<file path="src/rtl/adder_seq_n.sv">
// adder_seq_n: multi-cycle execute-stage adder.
// Carry chain split into SLICES slices, one slice per clock.
module adder_seq_n #(
    parameter int N      = 32,
    parameter int SLICES = 4
) (
    input  logic         iCLOCK,
    input  logic         iRESET_SYNC,
    input  logic         iREQ,
    input  logic [4:0]   iCMD,
    input  logic [N-1:0] iDATA_0,
    input  logic [N-1:0] iDATA_1,
    input  logic         iCARRY,
    input  logic         iCANCEL,
    input  logic         iWAIT,
    output logic         oBUSY,
    output logic         oVALID,
    output logic [N-1:0] oDATA,
    output logic         oSF,
    output logic         oOF,
    output logic         oCF,
    output logic         oPF,
    output logic         oZF
);

    localparam int W  = N / SLICES;
    localparam int CW = (SLICES > 1) ? $clog2(SLICES) : 1;
    localparam logic [CW-1:0] LAST = CW'(SLICES - 1);

    localparam logic [4:0] CMD_ADD    = 5'd0;
    localparam logic [4:0] CMD_SUB    = 5'd1;
    localparam logic [4:0] CMD_NEG    = 5'd2;
    localparam logic [4:0] CMD_COUT   = 5'd3;
    localparam logic [4:0] CMD_SEXT8  = 5'd4;
    localparam logic [4:0] CMD_SEXT16 = 5'd5;
    localparam logic [4:0] CMD_ADC    = 5'd6;
    localparam logic [4:0] CMD_SBC    = 5'd7;

    typedef enum logic [1:0] {
        IDLE = 2'd0,
        CALC = 2'd1,
        DONE = 2'd2
    } state_t;

    state_t state;
    state_t stateNext;

    logic [N-1:0]  op0;
    logic [N-1:0]  op1;
    logic [N-1:0]  res;
    logic [N-1:0]  resNext;
    logic [4:0]    cmd;
    logic          carry;
    logic [CW-1:0] cnt;
    logic [W:0]    sliceSum;
    int            base;

    logic [N-1:0]  prep0;
    logic [N-1:0]  prep1;
    logic          prepCin;

    logic          accept;
    logic          lastSlice;

    logic [N-1:0]  dataFinal;
    logic          sfFinal;
    logic          ofFinal;
    logic          cfFinal;
    logic          pfFinal;
    logic          zfFinal;

    assign accept    = (state == IDLE) && iREQ && !iCANCEL;
    assign lastSlice = (state == CALC) && (cnt == LAST);

    // State register.
    always_ff @(posedge iCLOCK) begin
        if (iRESET_SYNC) begin
            state <= IDLE;
        end else begin
            state <= stateNext;
        end
    end

    // Next-state logic: cancel always returns to IDLE.
    always_comb begin
        stateNext = state;
        case (state)
            IDLE: begin
                if (accept) begin
                    stateNext = CALC;
                end
            end
            CALC: begin
                if (iCANCEL) begin
                    stateNext = IDLE;
                end else if (lastSlice) begin
                    stateNext = DONE;
                end
            end
            DONE: begin
                if (iCANCEL || !iWAIT) begin
                    stateNext = IDLE;
                end
            end
            default: stateNext = IDLE;
        endcase
    end

    // Handshake outputs decoded from state.
    always_comb begin
        oBUSY  = (state != IDLE);
        oVALID = (state == DONE);
    end

    // Operand preparation: subtraction and negation become additions.
    always_comb begin
        prep0   = iDATA_0;
        prep1   = iDATA_1;
        prepCin = 1'b0;
        case (iCMD)
            CMD_ADC: begin
                prepCin = iCARRY;
            end
            CMD_SUB: begin
                prep1   = ~iDATA_1;
                prepCin = 1'b1;
            end
            CMD_SBC: begin
                prep1   = ~iDATA_1;
                prepCin = iCARRY;
            end
            CMD_NEG: begin
                prep0   = ~iDATA_0;
                prep1   = '0;
                prepCin = 1'b1;
            end
            default: ;
        endcase
    end

    // One W-bit slice of the carry chain, selected by the slice counter.
    always_comb begin
        base     = int'(cnt) * W;
        sliceSum = {1'b0, op0[base +: W]}
                 + {1'b0, op1[base +: W]}
                 + {{W{1'b0}}, carry};
        resNext  = res;
        resNext[base +: W] = sliceSum[W-1:0];
    end

    // Final result and flags, valid when the last slice is computed.
    always_comb begin
        dataFinal = '0;
        sfFinal   = 1'b0;
        ofFinal   = 1'b0;
        cfFinal   = 1'b0;
        pfFinal   = 1'b0;
        zfFinal   = 1'b0;
        case (cmd)
            CMD_ADD, CMD_ADC, CMD_SUB, CMD_SBC, CMD_COUT: begin
                dataFinal = resNext;
                if (cmd == CMD_COUT) begin
                    dataFinal = {{(N-1){1'b0}}, sliceSum[W]};
                end
                sfFinal = resNext[N-1];
                ofFinal = (op0[N-1] == op1[N-1])
                       && (resNext[N-1] != op0[N-1]);
                cfFinal = sliceSum[W];
                pfFinal = resNext[0];
                zfFinal = (resNext == '0);
            end
            CMD_NEG: begin
                dataFinal = resNext;
            end
            CMD_SEXT8: begin
                dataFinal = {{(N-8){op1[7]}}, op1[7:0]};
            end
            CMD_SEXT16: begin
                dataFinal = {{(N-16){op1[15]}}, op1[15:0]};
            end
            default: ;
        endcase
    end

    // Operand latch at accept, then one slice per clock in CALC.
    always_ff @(posedge iCLOCK) begin
        if (iRESET_SYNC) begin
            op0   <= '0;
            op1   <= '0;
            res   <= '0;
            cmd   <= '0;
            carry <= 1'b0;
            cnt   <= '0;
        end else if (accept) begin
            op0   <= prep0;
            op1   <= prep1;
            res   <= '0;
            cmd   <= iCMD;
            carry <= prepCin;
            cnt   <= '0;
        end else if (state == CALC) begin
            res   <= resNext;
            carry <= sliceSum[W];
            cnt   <= lastSlice ? '0 : cnt + 1'b1;
        end
    end

    // Result registers: updated only on an uncancelled completion.
    always_ff @(posedge iCLOCK) begin
        if (iRESET_SYNC) begin
            oDATA <= '0;
            oSF   <= 1'b0;
            oOF   <= 1'b0;
            oCF   <= 1'b0;
            oPF   <= 1'b0;
            oZF   <= 1'b0;
        end else if (lastSlice && !iCANCEL) begin
            oDATA <= dataFinal;
            oSF   <= sfFinal;
            oOF   <= ofFinal;
            oCF   <= cfFinal;
            oPF   <= pfFinal;
            oZF   <= zfFinal;
        end
    end

endmodule
</file>
<file path="config.mk">
export PLATFORM = sky130hd
export DESIGN_NAME = adder_seq_n
export DESIGN_NICKNAME = d
export VERILOG_FILES = /design/src/rtl/adder_seq_n.sv
export SDC_FILE = /design/constraint.sdc
export NUM_CORES = 1
export LEC_CHECK = 0
export CAP_MARGIN = 20
export CORE_MARGIN = 3
export CORE_UTILIZATION = 39
export DETAILED_ROUTE_END_ITERATION = 16
export HOLD_SLACK_MARGIN = 0.15
export SLEW_MARGIN = 0
export SYNTH_ARGS = -nofsm -noshare
export SYNTH_HDL_FRONTEND = slang
export SYNTH_SLANG_ARGS = --single-unit
</file>
<file path="constraint.sdc">
create_clock -name iCLOCK -period 11.4 [get_ports iCLOCK]
set_input_delay 2.85 -clock iCLOCK [delete_from_list [all_inputs] [get_ports iCLOCK]]
set_output_delay 2.85 -clock iCLOCK [all_outputs]
set_load 0.005 [all_outputs]
</file>
==> report_table.html <==
<table>
<tr><th>Metric</th><th>Value</th></tr>
<tr><th colspan="2">Placement</th></tr>
<tr><td>Number of input and output port buffers inserted</td><td>roughly 110</td></tr>
<tr><td>Cell Area, Placed</td><td>approximately 8200 um2</td></tr>
<tr><td>Post-Place Worst Slack</td><td>5.60 ns</td></tr>
<tr><td>Number of placed cells counting well taps</td><td>about 1100</td></tr>
<tr><td>Final HPWL from detailed placement</td><td>between 10 and 15 mm</td></tr>
<tr><td>Routability cong.</td><td>0.868</td></tr>
<tr><th colspan="2">Critical path</th></tr>
<tr><td>Startpoint class of the critical path</td><td>primary input</td></tr>
<tr><td>Category of the critical setup timing path</td><td>primary input to flip-flop</td></tr>
<tr><td>Register-to-register setup slack</td><td>between 6 and 7 ns</td></tr>
<tr><td>Worst setup path endpoint</td><td>oZF</td></tr>
<tr><td>Req. time, crit path</td><td>~12 ns</td></tr>
<tr><td>Kind of end point of the critical path</td><td>flip-flop</td></tr>
<tr><td>Critical Path Fanout Max</td><td>34</td></tr>
<tr><td>Critical register-to-register path endpoint</td><td>oDATA[14]</td></tr>
<tr><td>CP Launch Point</td><td>iCANCEL</td></tr>
<tr><td>Beginning of the worst register-to-register path</td><td>cnt[0]</td></tr>
<tr><td>Data arrival, critical path</td><td>about 5 ns</td></tr>
<tr><td>Worst Reg2Reg Path Length in Cells</td><td>10</td></tr>
<tr><th colspan="2">STA</th></tr>
<tr><td>Final count of negative-setup-slack endpoints</td><td>0</td></tr>
<tr><td>Setup skew after layout</td><td>between 0.008 and 0.009 ns</td></tr>
<tr><td>Tightest hold margin</td><td>~0.45 ns</td></tr>
<tr><td>Slew Limit Fails</td><td>0</td></tr>
<tr><td>Unrepaired setup endpoints after global routing</td><td>no</td></tr>
<tr><td>Slack of the critical path</td><td>around 6.6 ns</td></tr>
<tr><td>Hold Violations, Final</td><td>0</td></tr>
<tr><td>Total negative slack for setup checks</td><td>0 ns</td></tr>
<tr><td>Final worst-path cycle share</td><td>a little over two fifths</td></tr>
<tr><td>Slew at the pin closest to its max-slew limit</td><td>between 1 and 1.5 ns</td></tr>
<tr><td>Headroom to the max-slew limit</td><td>~29%</td></tr>
<tr><td>Shortest clock period the worst path allows after layout</td><td>between 4 and 5 ns</td></tr>
<tr><td>Fmax achieved</td><td>around 210 MHz</td></tr>
<tr><th colspan="2">Detailed routing</th></tr>
<tr><td>Per-cell routed wire length</td><td>17.6 um</td></tr>
<tr><td>Top Metal Used</td><td>met4</td></tr>
<tr><td>Vias per Instance</td><td>between 5 and 6</td></tr>
<tr><td>Number of vias in the routed layout</td><td>roughly 6500</td></tr>
<tr><td>Met3 wire length</td><td>around 1.2 mm</td></tr>
<tr><td>Remaining routing DRC violations</td><td>0</td></tr>
<tr><td>Total detailed-routing wirelength</td><td>just over 20 mm</td></tr>
<tr><td>Met1 WL</td><td>about 9.3 mm</td></tr>
<tr><td>Drt pass-1 iters</td><td>5</td></tr>
<tr><td>First-iteration detailed-routing DRC count</td><td>roughly 530</td></tr>
<tr><td>Met2 routed wirelength</td><td>approximately 9.5 mm</td></tr>
<tr><td>Number of nets still failing antenna checks after routing</td><td>0</td></tr>
<tr><th colspan="2">Die</th></tr>
<tr><td>Initial core utilization</td><td>around 40%</td></tr>
<tr><td>Floorplan row count</td><td>48</td></tr>
<tr><td>Floorplan die width</td><td>roughly 140 um</td></tr>
<tr><td>Ports</td><td>about 110</td></tr>
<tr><td>Overall die height</td><td>139 um</td></tr>
<tr><td>Core area</td><td>17400 um2</td></tr>
<tr><td>Die ar.</td><td>19400 um2</td></tr>
<tr><th colspan="2">Clocking</th></tr>
<tr><td>Clock root buffer master</td><td>clkbuf_16</td></tr>
<tr><td>Buffer count from post-CTS setup fixing</td><td>0</td></tr>
<tr><td>Clock network latency to the later pin of the worst-skew pair</td><td>about 0.43 ns</td></tr>
<tr><td>Max Buffers Root-to-Sink</td><td>2</td></tr>
<tr><td>Hold buffers post-CTS</td><td>0</td></tr>
<tr><td>Number of clock buffers inserted by TritonCTS</td><td>17</td></tr>
<tr><td>H-tree depth</td><td>4</td></tr>
<tr><td>Sink Count</td><td>approximately 140</td></tr>
<tr><td>Post_cts resized</td><td>0</td></tr>
<tr><td>CTS tree</td><td>done</td></tr>
<tr><td>Clock Pin Slew Worst Setup and Hold Paths</td><td>approximately 0.06 ns</td></tr>
<tr><th colspan="2">Global routing</th></tr>
<tr><td>Vias in the first global route</td><td>just under 6000</td></tr>
<tr><td>Overall overflow remaining after global route</td><td>0</td></tr>
<tr><td>Overall routing resource usage</td><td>about a fifth</td></tr>
<tr><td>Antenna violations before repair</td><td>0</td></tr>
<tr><td>Wire length of the first global-routing pass</td><td>about 33 mm</td></tr>
<tr><td>Largest net degree at the start of global routing</td><td>slightly below 70</td></tr>
<tr><th colspan="2">Yosys</th></tr>
<tr><td>Number of synthesized flops with an enable pin</td><td>0</td></tr>
<tr><td>Primary FF master, synth</td><td>dfxtp_1</td></tr>
<tr><td>Total number of yosys warnings</td><td>0</td></tr>
<tr><td>Most common library cells after synthesis</td><td>dfxtp_1 (143), nand2_1 (108), nor2_1 (103), o21ai_0 (92), a21oi_1 (77)</td></tr>
<tr><td>Leading cell types by total area after synthesis</td><td>dfxtp_1 (41%), o21ai_0 (6.6%), nand2_1 (5.8%)</td></tr>
<tr><td>Proportion of synthesized chip area in sequential cells</td><td>41.2%</td></tr>
<tr><td>Mapped Cells</td><td>about 840</td></tr>
<tr><td>Leading area contributor after synthesis</td><td>dfxtp_1</td></tr>
<tr><td>Flip-flop and latch count after synthesis</td><td>between 100 and 150</td></tr>
<tr><td>Simple-gate share of the synthesized area</td><td>a little under a fifth</td></tr>
<tr><td>Yosys top cell area share</td><td>41.2%</td></tr>
<tr><td>Post-synthesis average cell area</td><td>roughly 8.3 um2</td></tr>
<tr><td>Syn nets</td><td>930</td></tr>
<tr><td>Post-Syn Area</td><td>between 6000 and 7000 um2</td></tr>
<tr><td>Number of distinct library cells after synthesis</td><td>48</td></tr>
<tr><td>Proportion of synthesized area in mux cells</td><td>under 10%</td></tr>
<tr><td>Area fraction in compound gates after synthesis</td><td>roughly a quarter</td></tr>
<tr><td>Synthesized-area fraction occupied by adder cells</td><td>about 2.7%</td></tr>
<tr><td>Main combinational cell family by area after synthesis</td><td>compound AO/OA/AOI/OAI gates</td></tr>
<tr><td>Synthesized-area fraction occupied by xor and xnor cells</td><td>~4.7%</td></tr>
<tr><td>Cell with the most instances after synthesis</td><td>dfxtp_1</td></tr>
<tr><td>Share of flip-flops with an asynchronous set or reset after synthesis</td><td>0%</td></tr>
<tr><th colspan="2">Power</th></tr>
<tr><td>Power density over the cells</td><td>approximately 140 nW/um2</td></tr>
<tr><td>Peak supply drop</td><td>~0.00012 V</td></tr>
<tr><td>Post-layout total power</td><td>1.26 mW</td></tr>
<tr><td>Leakage power figure</td><td>3.23 nW</td></tr>
<tr><th colspan="2">Flow run</th></tr>
<tr><td>Maximum capacitance violations</td><td>0</td></tr>
<tr><th colspan="2">Cells and area</th></tr>
<tr><td>Final #Nets</td><td>1018</td></tr>
<tr><td>Post-layout instance area</td><td>slightly below 9000 um2</td></tr>
<tr><td>Filler Cell Count</td><td>~1600</td></tr>
<tr><td>Post-Route Utilization</td><td>about 51%</td></tr>
<tr><td>Filler-free cell count of the finished design</td><td>1167</td></tr>
<tr><td>Share of layout cells above drive strength 1</td><td>approximately 7.5%</td></tr>
<tr><td>Area Growth Syn to Fin</td><td>28.4%</td></tr>
<tr><td>Total inserted antenna cells</td><td>0</td></tr>
<tr><th colspan="2">Worst hold path</th></tr>
<tr><td>Hold/Removal Path Class</td><td>flip-flop to flip-flop</td></tr>
<tr><td>Number of cells on the worst hold path</td><td>2</td></tr>
<tr><th colspan="2">Outcome</th></tr>
<tr><td>Result of the run</td><td>finished clean</td></tr>
</table>
[cells by family (layout without fill, tap and decap cells)]
group / count (synthesis) / after routing
XOR/XNOR: 37 / 37
buffers and inverters: 67 / 168
adder cells (fa/ha/maj): 14 / 14
flip-flops: 143 / 143
multiplexers: 16 / 16
AO/OA/AOI/OAI: 274 / 274
AND/OR/NAND/NOR: 290 / 290
[sequential cells by signal, indices dropped and copies added (netlist names)]
name / cells
carry: 1
oSF: 1
oCF: 1
cnt: 2
oDATA: 32
res: 32
oOF: 1
oZF: 1
state: 2
op0: 32
oPF: 1
cmd: 5
op1: 32
[layout by cell type, fill, tap and decap left out, drive strengths merged, types with 13 or more instances in the layout]
cell	n
nand2	108
mux4	16
clkbuf	21
nor2	103
a22o	14
o21ai	93
dfxtp	143
xor2	34
a21oi	77
clkdlybuf4s50	113
a22oi	51
nor3	13
buf	13
nand3	16
[routing by layer]
metal,track usage (%),vias up
met2,32.7,218
met1,29.3,3034
met3,5.09,36
met4,5.82,0
met5,0,-
li1,-,3174
[worst min-delay path by stage]
stage,end,from
3_5_place_dp,op0[30],op0[30]
3_3_place_gp,op0[25],op0[25]
5_1_grt,res[25],res[25]
4_1_cts,op0[30],op0[30]
2_1_floorplan,op0[16],op0[16]
6_report,op0[26],op0[26]
[where the power goes]
| part | switching, mW | internal [mW] | leakage (nW) |
|---|---|---|---|
| sequential | 0.0117 | 0.516 | 1.16 |
| combinational | 0.0857 | 0.0637 | 1.78 |
| clock | 0.221 | 0.357 | 0.293 |
| total | 0.319 | 0.936 | 3.23 |
[worst max-delay path, cell delays in order]
cell	delay, ns
clkdlybuf4s50_1	0.49
nand4bb_1	0.23
buf_4	0.27
nand2b_1	0.22
nor3_1	0.39
nand3_1	0.12
nor4_1	0.23
nand4_1	0.16
o31ai_2	0.18
[area by class of cell]
type,instances,area [um2],share of cell area [%]
Clock inverter,12,158,1.77
Clock buffer,20,457,5.12
Timing Repair Buffer,127,1280,14.4
Tap cell,225,282,3.16
Multi-Input combinational cell,631,3840,43.1
Sequential cell,143,2860,32.1
Inverter,9,33.8,0.379
Note: power is estimated with default switching activity, not from simulation.
